==> src/rtl/lock_timer_pkg.sv <==
// Shared constants and state encoding for the combination-lock tick sequencer.
package lock_timer_pkg;

    localparam logic [1:0] IDLE    = 2'd0;
    localparam logic [1:0] ENTRY   = 2'd1;
    localparam logic [1:0] LOCKOUT = 2'd2;

    localparam int DEF_ENTRY_TICKS   = 40;   // 10 s at 0.25 s per tick
    localparam int DEF_LOCKOUT_TICKS = 120;  // 30 s
    localparam int TICK_W            = 8;

    typedef enum logic [1:0] {
        ST_IDLE    = IDLE,
        ST_ENTRY   = ENTRY,
        ST_LOCKOUT = LOCKOUT
    } state_e;

endpackage

==> src/rtl/tick_downcounter.sv <==
// Loadable down-counter that steps once per tick and never wraps below zero.
module tick_downcounter #(
    parameter int TICK_W = lock_timer_pkg::TICK_W
) (
    input  logic              clock,
    input  logic              reset,
    input  logic              load,
    input  logic [TICK_W-1:0] load_val,
    input  logic              dec,
    output logic [TICK_W-1:0] count,
    output logic              is_one
);

    logic [TICK_W-1:0] count_q;
    logic [TICK_W-1:0] count_d;

    always_comb begin
        count_d = count_q;
        if (load) begin
            count_d = load_val;
        end else if (dec && (count_q != '0)) begin
            count_d = count_q - 1'b1;
        end
    end

    // NOTE: sequential state is updated with <= so every flop samples pre-edge values.
    always_ff @(posedge clock or posedge reset) begin
        if (reset) begin
            count_q <= '0;
        end else begin
            count_q <= count_d;
        end
    end

    assign count  = count_q;
    assign is_one = (count_q == TICK_W'(1));

endmodule

==> src/rtl/lock_timer_ctrl.sv <==
// Entry-window / failed-attempt / lockout sequencer driving the shared tick generator.
module lock_timer_ctrl
    import lock_timer_pkg::*;
#(
    parameter int ENTRY_TICKS   = DEF_ENTRY_TICKS,
    parameter int LOCKOUT_TICKS = DEF_LOCKOUT_TICKS,
    parameter int MAX_FAILS     = 3,
    parameter int TICK_W        = lock_timer_pkg::TICK_W
) (
    input  logic              clock,
    input  logic              reset,
    input  logic              key_press,
    input  logic              code_ok,
    input  logic              code_bad,
    input  logic              tick,
    output logic              tick_run,
    output logic              tick_clear,
    output logic              accept_input,
    output logic              entry_timeout,
    output logic              locked_out,
    output logic [1:0]        fail_count,
    output logic [TICK_W-1:0] ticks_left
);

    localparam logic [2:0]        MAX_FAILS_C   = 3'(MAX_FAILS);
    localparam logic [TICK_W-1:0] ENTRY_LOAD    = TICK_W'(ENTRY_TICKS);
    localparam logic [TICK_W-1:0] LOCKOUT_LOAD  = TICK_W'(LOCKOUT_TICKS);

    state_e      state_q, state_d;
    logic [1:0]  fail_q, fail_d;
    logic        tick_run_q, tick_run_d;
    logic        tick_clear_q, tick_clear_d;
    logic        accept_q, accept_d;
    logic        timeout_q, timeout_d;
    logic        locked_q, locked_d;

    logic              cnt_load;
    logic [TICK_W-1:0] cnt_load_val;
    logic              cnt_dec;
    logic              cnt_is_one;
    logic              restart;
    logic              fail_ev;

    tick_downcounter #(.TICK_W(TICK_W)) u_cnt (
        .clock    (clock),
        .reset    (reset),
        .load     (cnt_load),
        .load_val (cnt_load_val),
        .dec      (cnt_dec),
        .count    (ticks_left),
        .is_one   (cnt_is_one)
    );

    // NOTE: every signal gets a default before the case so no latch can be inferred.
    always_comb begin
        state_d      = state_q;
        fail_d       = fail_q;
        cnt_load     = 1'b0;
        cnt_load_val = '0;
        cnt_dec      = 1'b0;
        timeout_d    = 1'b0;
        restart      = 1'b0;
        fail_ev      = 1'b0;

        unique case (state_q)
            ST_IDLE: begin
                if (key_press) begin
                    state_d      = ST_ENTRY;
                    cnt_load     = 1'b1;
                    cnt_load_val = ENTRY_LOAD;
                    restart      = 1'b1;
                end
            end
            ST_ENTRY: begin
                if (code_bad) begin
                    fail_ev = 1'b1;
                end else if (code_ok) begin
                    state_d  = ST_IDLE;
                    fail_d   = 2'd0;
                    cnt_load = 1'b1;
                end else if (tick && cnt_is_one) begin
                    timeout_d = 1'b1;
                    fail_ev   = 1'b1;
                end else if (key_press) begin
                    // A coincident non-expiring tick is dropped: the window restarts.
                    cnt_load     = 1'b1;
                    cnt_load_val = ENTRY_LOAD;
                    restart      = 1'b1;
                end else if (tick) begin
                    cnt_dec = 1'b1;
                end

                if (fail_ev) begin
                    if (({1'b0, fail_q} + 3'd1) >= MAX_FAILS_C) begin
                        state_d      = ST_LOCKOUT;
                        fail_d       = MAX_FAILS_C[1:0];
                        cnt_load     = 1'b1;
                        cnt_load_val = LOCKOUT_LOAD;
                        restart      = 1'b1;
                    end else begin
                        state_d  = ST_IDLE;
                        fail_d   = fail_q + 2'd1;
                        cnt_load = 1'b1;
                    end
                end
            end
            ST_LOCKOUT: begin
                if (tick) begin
                    if (cnt_is_one) begin
                        state_d  = ST_IDLE;
                        fail_d   = 2'd0;
                        cnt_load = 1'b1;
                    end else begin
                        cnt_dec = 1'b1;
                    end
                end
            end
            default: begin
                state_d  = ST_IDLE;
                fail_d   = 2'd0;
                cnt_load = 1'b1;
            end
        endcase

        // Outputs are registered from the next state so they line up with it.
        tick_clear_d = restart || (state_d == ST_IDLE);
        tick_run_d   = (state_d != ST_IDLE);
        accept_d     = (state_d != ST_LOCKOUT);
        locked_d     = (state_d == ST_LOCKOUT);
    end

    always_ff @(posedge clock or posedge reset) begin
        if (reset) begin
            state_q      <= ST_IDLE;
            fail_q       <= 2'd0;
            tick_run_q   <= 1'b0;
            tick_clear_q <= 1'b1;
            accept_q     <= 1'b1;
            timeout_q    <= 1'b0;
            locked_q     <= 1'b0;
        end else begin
            state_q      <= state_d;
            fail_q       <= fail_d;
            tick_run_q   <= tick_run_d;
            tick_clear_q <= tick_clear_d;
            accept_q     <= accept_d;
            timeout_q    <= timeout_d;
            locked_q     <= locked_d;
        end
    end

    assign tick_run      = tick_run_q;
    assign tick_clear    = tick_clear_q;
    assign accept_input  = accept_q;
    assign entry_timeout = timeout_q;
    assign locked_out    = locked_q;
    assign fail_count    = fail_q;

endmodule

==> config.mk <==
export PLATFORM = sky130hd
export DESIGN_NAME = lock_timer_ctrl
export DESIGN_NICKNAME = d
export VERILOG_FILES = /design/src/rtl/lock_timer_pkg.sv /design/src/rtl/tick_downcounter.sv /design/src/rtl/lock_timer_ctrl.sv
export SDC_FILE = /design/constraint.sdc
export NUM_CORES = 1
export LEC_CHECK = 0
export CAP_MARGIN = 20
export CORE_MARGIN = 2
export CORE_UTILIZATION = 40
export DETAILED_ROUTE_END_ITERATION = 16
export PLACE_DENSITY_LB_ADDON = 0.1
export SKIP_LAST_GASP = 1
export SYNTH_ARGS = -nofsm -noshare
export SYNTH_HDL_FRONTEND = slang
export SYNTH_SLANG_ARGS = --single-unit
==> constraint.sdc <==
create_clock -name clock -period 4.25 [get_ports clock]
set_input_delay 0.85 -clock clock [delete_from_list [all_inputs] [get_ports clock]]
set_output_delay 0.85 -clock clock [all_outputs]
set_load 0.01 [all_outputs]
### Word level (Yosys, flattened, before mapping)

Index checks and enable logic that the tools add are counted.

| storage, ports and cells | value |
|---|---|
| register bits | 17 |
| bits of input ports | 6 |
| output and inout bits | 15 |
| word-level logic and storage cells | 82 |

| operators by class | value |
|---|---|
| add/sub/neg operators | 3 |
| $lt $le $gt $ge | 1 |
| equal/unequal tests | 9 |
| mux-type cells | 51 |
| bitwise gates (word level) | 1 |
| reduce and logical (&&, ||, !) cells | 9 |

Operators by type and width:

| operator | number |
|---|---|
| two-way mux 8 bit | 7 |
| two-way mux 2 bit | 13 |
| two-way mux 1 bit | 24 |
| case mux 8 bit (2 select lines) | 1 |
| case mux 2 bit (3 select lines) | 2 |
| equality test 8 x 1 -> 1 bit (second input constant) | 1 |
| nonzero test 8 bit | 1 |
| subtractor 8 x 1 -> 8 bit (second input constant) | 1 |
| two-way mux 6 bit | 1 |
| inequality test 2 bit (second input constant) | 3 |
| inequality test 3 bit (second input constant) | 2 |
| AND reduction 5 bit | 1 |
| equality test 2 bit (second input constant) | 2 |
| zero test 2 bit | 2 |
| case mux 1 bit (2 select lines) | 2 |
| nonzero test 2 bit | 2 |
| adder 2 x 1 -> 3 bit (second input constant) | 1 |
| >= comparator 3 x 2 -> 1 bit (second input constant) | 1 |
| case mux 1 bit (3 select lines) | 1 |
| adder 2 x 1 -> 2 bit (second input constant) | 1 |
| equality test 2 x 1 -> 1 bit (second input constant) | 1 |
| logical AND 1 bit | 2 |
| logical OR 1 bit | 1 |
| NOT 1 bit | 1 |

### Longest topological paths before layout

Gate-level depths: netlist of run 1.

| logic depth | value |
|---|---|
| depth after elaboration | 10 |
| gate-level depth with buffers | 8 |
| mapped depth without buffers | 8 |

### Modules after synthesis

A second synthesis of run 1 with hierarchy kept.

| second synthesis, totals | value |
|---|---|
| cell total of the unflattened synthesis | 122 |
| area total of the unflattened synthesis | 1104.8 um2 |

Modules (own cells, without submodules):

| module | instances | cells each | area each (um2) | sequential area each (um2) |
|---|---|---|---|---|
| tick_downcounter | 1 | 64 | 556.8 | 200.2 |
| lock_timer_ctrl | 1 | 58 | 548.0 | 227.7 |

### Worst setup path before layout of run 1

OpenSTA, ideal clock, no wires.

| timing | value |
|---|---|
| path type | in2reg |
| start | input port code_ok |
| end | register tick_clear_q, in the netlist tick_clear |
| library setup time | 0.093 ns |
| data arrival time | 2.137 ns |
| required time | 4.157 ns |
| slack | 2.020 ns |
| stages | 6 |
| path buffers | 0 |
| path through | or3b_2 > a2bb2oi_1 > nor2_1 > or3_1 > inv_1 > o21ai_0 |

| on the way | value |
|---|---|
| word-level cells in the longest chain between the ends | 7 |
| elaborated cells between the ends (all ways) | 14 |
| classes of those cells | 12 x mux; 2 x reduce/logical |

Ends and longest elaborated chain:

| element | RTL line | RTL |
|---|---|---|
| from (decl) | lock_timer_ctrl.sv:13 | `input logic code_ok,` |
| two-way mux 1 bit | lock_timer_ctrl.sv:77 | `end else if (code_ok) begin` |
| two-way mux 1 bit | lock_timer_ctrl.sv:75 | `if (code_bad) begin` |
| two-way mux 1 bit | lock_timer_ctrl.sv:65 | `unique case (state_q)` |
| two-way mux 2 bit * | lock_timer_ctrl.sv:93 | `if (fail_ev) begin` |
| case mux 2 bit (3 select lines) * | lock_timer_ctrl.sv:65 |  |
| net state_d[0] | lock_timer_ctrl.sv:29 | `state_e state_q, state_d;` |
| zero test 2 bit * | lock_timer_ctrl.sv:126 | `tick_clear_d = restart \|\| (state_d == ST_IDLE);` |
| logical OR 1 bit * | lock_timer_ctrl.sv:126 |  |
| net tick_clear_d | lock_timer_ctrl.sv:32 | `logic tick_clear_q, tick_clear_d;` |
| to (signal assigned) | lock_timer_ctrl.sv:145 | `tick_clear_q <= tick_clear_d;` |
| to (decl) | lock_timer_ctrl.sv:32 |  |

Mark *: on every way through the listed nets, which the timed path passes. The rest lies on a longest branch. The select of a mux whose other input is x is not followed.
A chain may end at the register's enable or synchronous reset.

### Worst setup path in the final report of run 1

Same ends and word-level chain as after synthesis.

==> results.txt, run 1 <==
----------------------------------------------------
[Floorplan]
  Height of the die ... roughly 53 um
  Horizontal die dimension ... 53.37 um
  Area of the die ... 2848 um2
  CORE AREA ... 2255 um2
  Io pins ... 21
  Std-Cell Rows ... 17
  Initial Util ... 43.23%

[Synth]
  Largest cells by area after synthesis ... dfrtp_1 39%, ha_1 9.0%, dfstp_2 5.4%, nor2_1 5.0%, o21ai_0 4.1%
  Count of flip-flops with a built-in enable after synthesis ... 0
  Cell type with the highest aggregate area in the netlist ... dfrtp_1
  Seq cells post-synth ... 17
  Area of the mapped netlist ... 974.7 um2
  Area share of the largest cell type after synthesis ... between 30% and 40%
  Synthesis Warnings ... 0
  Post-synthesis cell type count ... 31
  Share of the yosys chip area belonging to registers ... 43.90%
  Gate Count Post-Synth ... about 100
  Average instance area after synthesis ... 9.372 um2
  Post-synthesis net count ... 117
  Fraction of synthesis flops using an asynchronous set or reset pin ... 100.0%
  Top flip-flop cell by instance count after synthesis ... dfrtp_1

[Routing]
  Drt first pass iters ... 4
  Wire length on met3 ... 78 um
  Number of remaining DRC errors ... 0
  WL final ... 2192 um
  Iteration-0 DRC count of the detailed router ... 9
  Antenna-violating nets left ... 0
  Vias ... 840
  Routed met2 length ... 1102 um
  Via count normalized by instance count ... 5.455
  Highest metal layer with signal wires ... met4
  Detailed-route wire length on metal 1 ... 969 um
  Routed WL per cell ... around 14 um

[STA]
  Final slew viol count ... 0
  Final period utilization ... roughly 61%
  Hold slack ... 610.0 ps
  Time the final worst path needs with I/O delays and setup ... 2600 ps
  Unrepaired setup endpoints after global routing ... false
  Worst-margin pin slew ... 664.8 ps
  Max-slew headroom at the worst pin ... 55.63%
  Worst Skew ... 5.070 ps
  Final setup margin ... between 1500 and 2000 ps
  Hold Vio Cnt, Final ... 0
  Final setup vio count ... 0
  Setup TNS ... 0 ps
  Max Clk Rate ... 384.6 MHz

[CTS]
  Hold-fix buffer count after cts ... 0
  Clock tree from TritonCTS ... built
  Number of gates resized after cts ... 0
  CTS Buffer Depth ... 2
  Clk sinks ... 17
  Clock tree root buffer cell ... clkbuf_4
  Post-CTS setup buffer count ... 0
  H-tree depth ... 1
  Clock insertion delay at the later pin of the skew report ... 290 ps
  Clock transition time at the flip-flop clock pins of the worst setup and hold paths ... roughly 100 ps
  TritonCTS buffer count ... 3

[Place]
  Number of I/O port buffers ... 20
  Post-placement worst setup slack ... 1340 ps
  Dpl cells ... 150
  Placer Congestion ... 0.8706
  Post-detailed-placement half-perimeter wirelength ... between 1500 and 2000 um

[Finish]
  Commonest non-fill, non-tap cells in the layout ... 20 x clkdlybuf4s50_1, 15 x dfrtp_1, 13 x nor2_1
  Area overhead of the layout relative to synthesis ... 26.06%
  Post-route non-filler standard cell count ... 154
  Most common library cell in the layout ignoring fill and taps ... clkdlybuf4s50_1
  Layout cell share with drive strength beyond 1 ... 7.143%
  Net count of the finished layout ... 140
  # diodes ... 0

[Global route]
  Wire length of the first global-routing pass ... 3912 um
  Via count of the first global-routing pass ... 841
  Global Route Usage Sum ... 19.38%
  Overall overflow remaining after global route ... 0
  Number of antenna violations at the first check in global routing ... 0
  Pin count of the biggest net entering global routing ... 18

[Critical path]
  Critical path launch point type ... primary input
  Req. time, crit path ... 4460 ps
  Depth of the worst register-to-register path ... 7
  Worst endpoint data arrival time ... roughly 2800 ps
  Critical path start-end classification ... in2reg
  Launch instance of the worst register-to-register path ... u_cnt.count[1]
  R2r endpoint ... u_cnt.count[6]
  Sort of element at the end of the critical path ... flop
  Worst reg-to-reg setup slack ... 1930 ps
  Largest driver fanout on the critical path ... 5

[Run status]
  Run status ... finished clean

[Hold path]
  Number of cells traversed by the worst hold path ... 2
  Hold Path Origin ... fail_count[0]
  Endpoint with the worst hold slack ... fail_count[0]
  Class of the tightest hold or removal check ... reg2reg

[Power and ir drop]
  Fraction of power consumed by the clock network ... 12.8%
  Switching power ... 0.2704 mW
  Leakage dissipation ... 0.5246 nW
  Switching part of the total ... 39.74%
  Part of the total power dissipated in combinational logic ... 49.9%
  Int Pwr ... 0.4100 mW
  IR drop worst, VDD ... roughly 0.28 mV
  Share of power burned in registers ... 37.3%
  Ratio of total power to cell area ... 553.7 nW/um2

[Flow run]
  Max-cap violation count ... 0

----------------------------------------------------
-- per-stage QoR --
step | cell area [um2] | util (%) | power [mW]
finish | 1229 | 54.50 | 0.6803
global placement | 1201 | 53.27 | 0.5887
global route | 1229 | 54.50 | 0.7430
floorplan | 974.7 | - | 0.4665
detailed placement | 1201 | 53.27 | 0.5972
CTS | 1229 | 54.50 | 0.6859
-- cells by family (layout without fill, tap and decap cells) --
logic type	after synthesis	count (layout)	synth area share, %
flip-flops	17	17	43.90
AO/OA/AOI/OAI	26	26	17.20
AND/OR/NAND/NOR	38	38	21.57
XOR/XNOR	4	4	3.594
buffers and inverters	12	34	4.749
adder cells (fa/ha/maj)	7	7	8.985
-- flip-flops by register name (all words and copies together), names as in the netlist --
| signal | cells |
|---|---|
| u_cnt.count | 8 |
| fail_count | 2 |
| state_q | 2 |
| accept_input | 1 |
| entry_timeout | 1 |
| locked_out | 1 |
| tick_clear | 1 |
| tick_run | 1 |
-- Yosys cell counts (2+ instances only) --
cell type,instances
nor3_1,6
inv_1,10
a21oi_1,5
ha_1,7
or3_1,3
xnor2_1,4
dfrtp_1,15
o21ai_0,8
nor2_1,13
a2bb2oi_1,4
or4_1,3
o211ai_1,2
dfstp_2,2
nand2_1,3
o21a_1,2
nand3_1,2
-- area by class of cell --
cell class	instances	area (um2)
clock buffer	3	22.52
clock inverter	1	5.005
fill	221	1026
inverter	10	37.54
multi-input combinational	75	500.5
sequential	17	427.9
tap	28	35.03
timing repair buffer	20	200.2
-- worst max-delay path by stage --
stage | from | to | depth (start not counted)
floorplan | code_ok | tick_clear | 6
global placement | code_ok | tick_clear | 7
detailed placement | code_ok | tick_clear | 7
CTS | code_ok | tick_clear | 7
global route | code_bad | u_cnt.count[6] | 6
finish | code_ok | tick_clear | 7
-- per-layer routing --
layer / GRT usage (%) / vias to the layer above
li1: - / 412
met1: 23.82 / 404
met2: 31.48 / 18
met3: 3.672 / 6
met4: 10.68 / 0
met5: 0 / -
-- power by group through the flow --
stage               Sequential (mW)  Clock, mW  Combinational, mW
finish                        0.254     0.0870              0.339
global route                  0.262     0.0989              0.382
CTS                           0.254     0.0893              0.343
detailed placement            0.257          0              0.340
global placement              0.256          0              0.332
floorplan                     0.267          0              0.200
-- critical path, cell delays in order --
cell and delay, ps:
clkdlybuf4s50_1 470, or3b_2 530, a2bb2oi_1 220, nor2_1 120, or3_1 410, inv_1 110, o21ai_0 100
No activity file was read; power rests on OpenSTA's default activity.
==> run 2: changes to the inputs <==
Clock period 4.25 ns to 2.5 ns, I/O delays scaled along.
==> run 2 against run 1 <==
  * Critical path depth up 1
  * Sequential share of layout area down 0.83 points
  * Clock-buffer cell count unchanged
  * Utilization up 1.3 points
  * Design area up 2.4%
==> results.txt, run 2 (synthesis gave the netlist of run 1 again) <==
----------------------------------------------------
[Critical path]
  Launch instance of the worst register-to-register path ... state_q[1]
  Largest driver fanout on the critical path ... 6
  Critical path launch point type ... flop
  Slowest CP cell ... or3b_2
  Largest stage delay on the critical path ... roughly 500 ps
  Cell with the most instances on the worst path ... inv_1
  Depth of the worst register-to-register path ... 8
  Worst reg-to-reg setup slack ... 210 ps
  R2r endpoint ... tick_clear
  Sort of element at the end of the critical path ... flop
  Req. time, crit path ... 2710 ps
  Critical path start-end classification ... reg2reg
  Crit-path cells ... inv_1, ha_1, or3b_2, a2bb2oi_1, nor2_1, or3_1, inv_1, o21ai_0
  Worst endpoint data arrival time ... 2500 ps

[Global route]
  Pin count of the biggest net entering global routing ... 18
  Via count of the first global-routing pass ... 849
  Number of antenna violations at the first check in global routing ... 0
  Global Route Usage Sum ... between 10% and 20%
  Wire length of the first global-routing pass ... 3788 um
  Overall overflow remaining after global route ... 0

[STA]
  Unrepaired setup endpoints after global routing ... false
  Final period utilization ... 91.76%
  Worst Skew ... 5.062 ps
  Max-slew headroom at the worst pin ... 57.03%
  Final setup vio count ... 0
  Final slew viol count ... 0
  Hold Vio Cnt, Final ... 0
  Max Clk Rate ... 435.9 MHz
  Worst-margin pin slew ... 643.9 ps
  Time the final worst path needs with I/O delays and setup ... 2294 ps
  Setup TNS ... 0 ps

[CTS]
  Clock insertion delay at the later pin of the skew report ... 290 ps
  Clock tree root buffer cell ... clkbuf_4
  TritonCTS buffer count ... 3
  Clock tree from TritonCTS ... built
  Hold-fix buffer count after cts ... 0
  Post-CTS setup buffer count ... 0
  Number of gates resized after cts ... 0
  Clock transition time at the flip-flop clock pins of the worst setup and hold paths ... 110 ps
  CTS Buffer Depth ... 2
  H-tree depth ... 1
  Clk sinks ... 17

[Finish]
  Net count of the finished layout ... 144
  Post-route non-filler standard cell count ... roughly 160
  Post-layout util ... about 56%
  Area overhead of the layout relative to synthesis ... 29.14%
  Most common library cell in the layout ignoring fill and taps ... clkdlybuf4s50_1
  Layout cell share with drive strength beyond 1 ... 10.00%
  Commonest non-fill, non-tap cells in the layout ... 20 x clkdlybuf4s50_1, 15 x dfrtp_1, 13 x nor2_1
  Max reg flops ... 8
  # diodes ... 0
  Post-route cell area ... ~1300 um2

[Floorplan]
  Height of the die ... 53.37 um
  Std-Cell Rows ... 17
  Horizontal die dimension ... 53.37 um
  Area of the die ... 2848 um2
  Initial Util ... 43.23%
  CORE AREA ... 2255 um2
  Io pins ... 21

[Routing]
  Antenna-violating nets left ... 0
  Iteration-0 DRC count of the detailed router ... 15
  Via count normalized by instance count ... roughly 5.3
  Routed WL per cell ... 14.13 um
  Drt first pass iters ... 4
  Vias ... 845
  Number of remaining DRC errors ... 0
  WL final ... 2232 um

[Place]
  Placer Congestion ... roughly 0.90
  Dpl cells ... between 150 and 200
  Post-detailed-placement half-perimeter wirelength ... 1660 um
  Number of I/O port buffers ... 20
  Placed cell area ... 1231 um2

[Power and ir drop]
  Ratio of total power to cell area ... 954.1 nW/um2
  Leakage dissipation ... 0.5451 nW
  Power Total ... 1.201 mW
  IR drop worst, VDD ... 0.4931 mV

[Flow run]
  Max-cap violation count ... 0

[Hold path]
  Class of the tightest hold or removal check ... in2async

[Run status]
  Run status ... finished clean

----------------------------------------------------
-- run 2: cell types whose count changed in the layout (fill, tap and decap cells not counted), sizes merged --
cell	previous run	this run
buf	0	4
-- run 2: power breakdown --
group / internal (mW) / switching [mW] / total [mW]
combinational: 0.315 / 0.299 / 0.613
sequential: 0.356 / 0.0820 / 0.438
clock: 0.0595 / 0.0905 / 0.150
total: 0.730 / 0.471 / 1.20
-- run 2: final cells by class --
type,count,area (um2)
multi-input combinational,75,500.5
inverter,10,37.54
tap,28,35.03
clock buffer,3,22.52
fill,218,996.0
sequential,17,427.9
clock inverter,1,5.005
timing repair buffer,24,230.2
-- run 2: per-stage QoR --
stage,setup slack (ps),hold slack [ps]
global route,48.76,635.5
global placement,-2.380,566.0
detailed placement,-14.88,587.6
CTS,197.7,603.4
floorplan,354.3,424.6
finish,206.1,584.8
-- run 2: worst max path at each step --
stage	from	end	slack, ps	cells after the start
after global placement	code_ok	tick_clear	-2	7
after CTS	state_q[1]	tick_clear	200	8
final	state_q[1]	tick_clear	210	8
after global routing	state_q[1]	tick_clear	50	8
after detailed placement	code_ok	tick_clear	-10	7
after floorplan	u_cnt.count[1]	u_cnt.count[6]	350	8
-- run 2: per-layer routing --
metal | vias up | GRT usage (%) | wire length, um | part of all wire [%]
met4 | 0 | 8.120 | 12 | 0.54
met3 | 2 | 3.390 | 52 | 2.3
met5 | - | 0 | 0 | 0
met1 | 412 | 22.42 | 1056 | 47
li1 | 423 | - | - | -
met2 | 8 | 31.69 | 1111 | 50
-- run 2: critical path: cells and delay by family (launching register included) --
| kind | cells | cell delay, ps |
|---|---|---|
| AND/OR/NAND/NOR | 3 | 980 |
| AO/OA/AOI/OAI | 2 | 340 |
| adder cells (fa/ha/maj) | 1 | 260 |
| flip-flops | 1 | 420 |
| buffers and inverters | 2 | 210 |
==> run 3: changes to the inputs <==
Settings changed: SLEW_MARGIN set to 0, TNS_END_PERCENT set to 100.
==> results of run 3 <==
No change in the layout: final DEF, timing and power equal those of run 2.
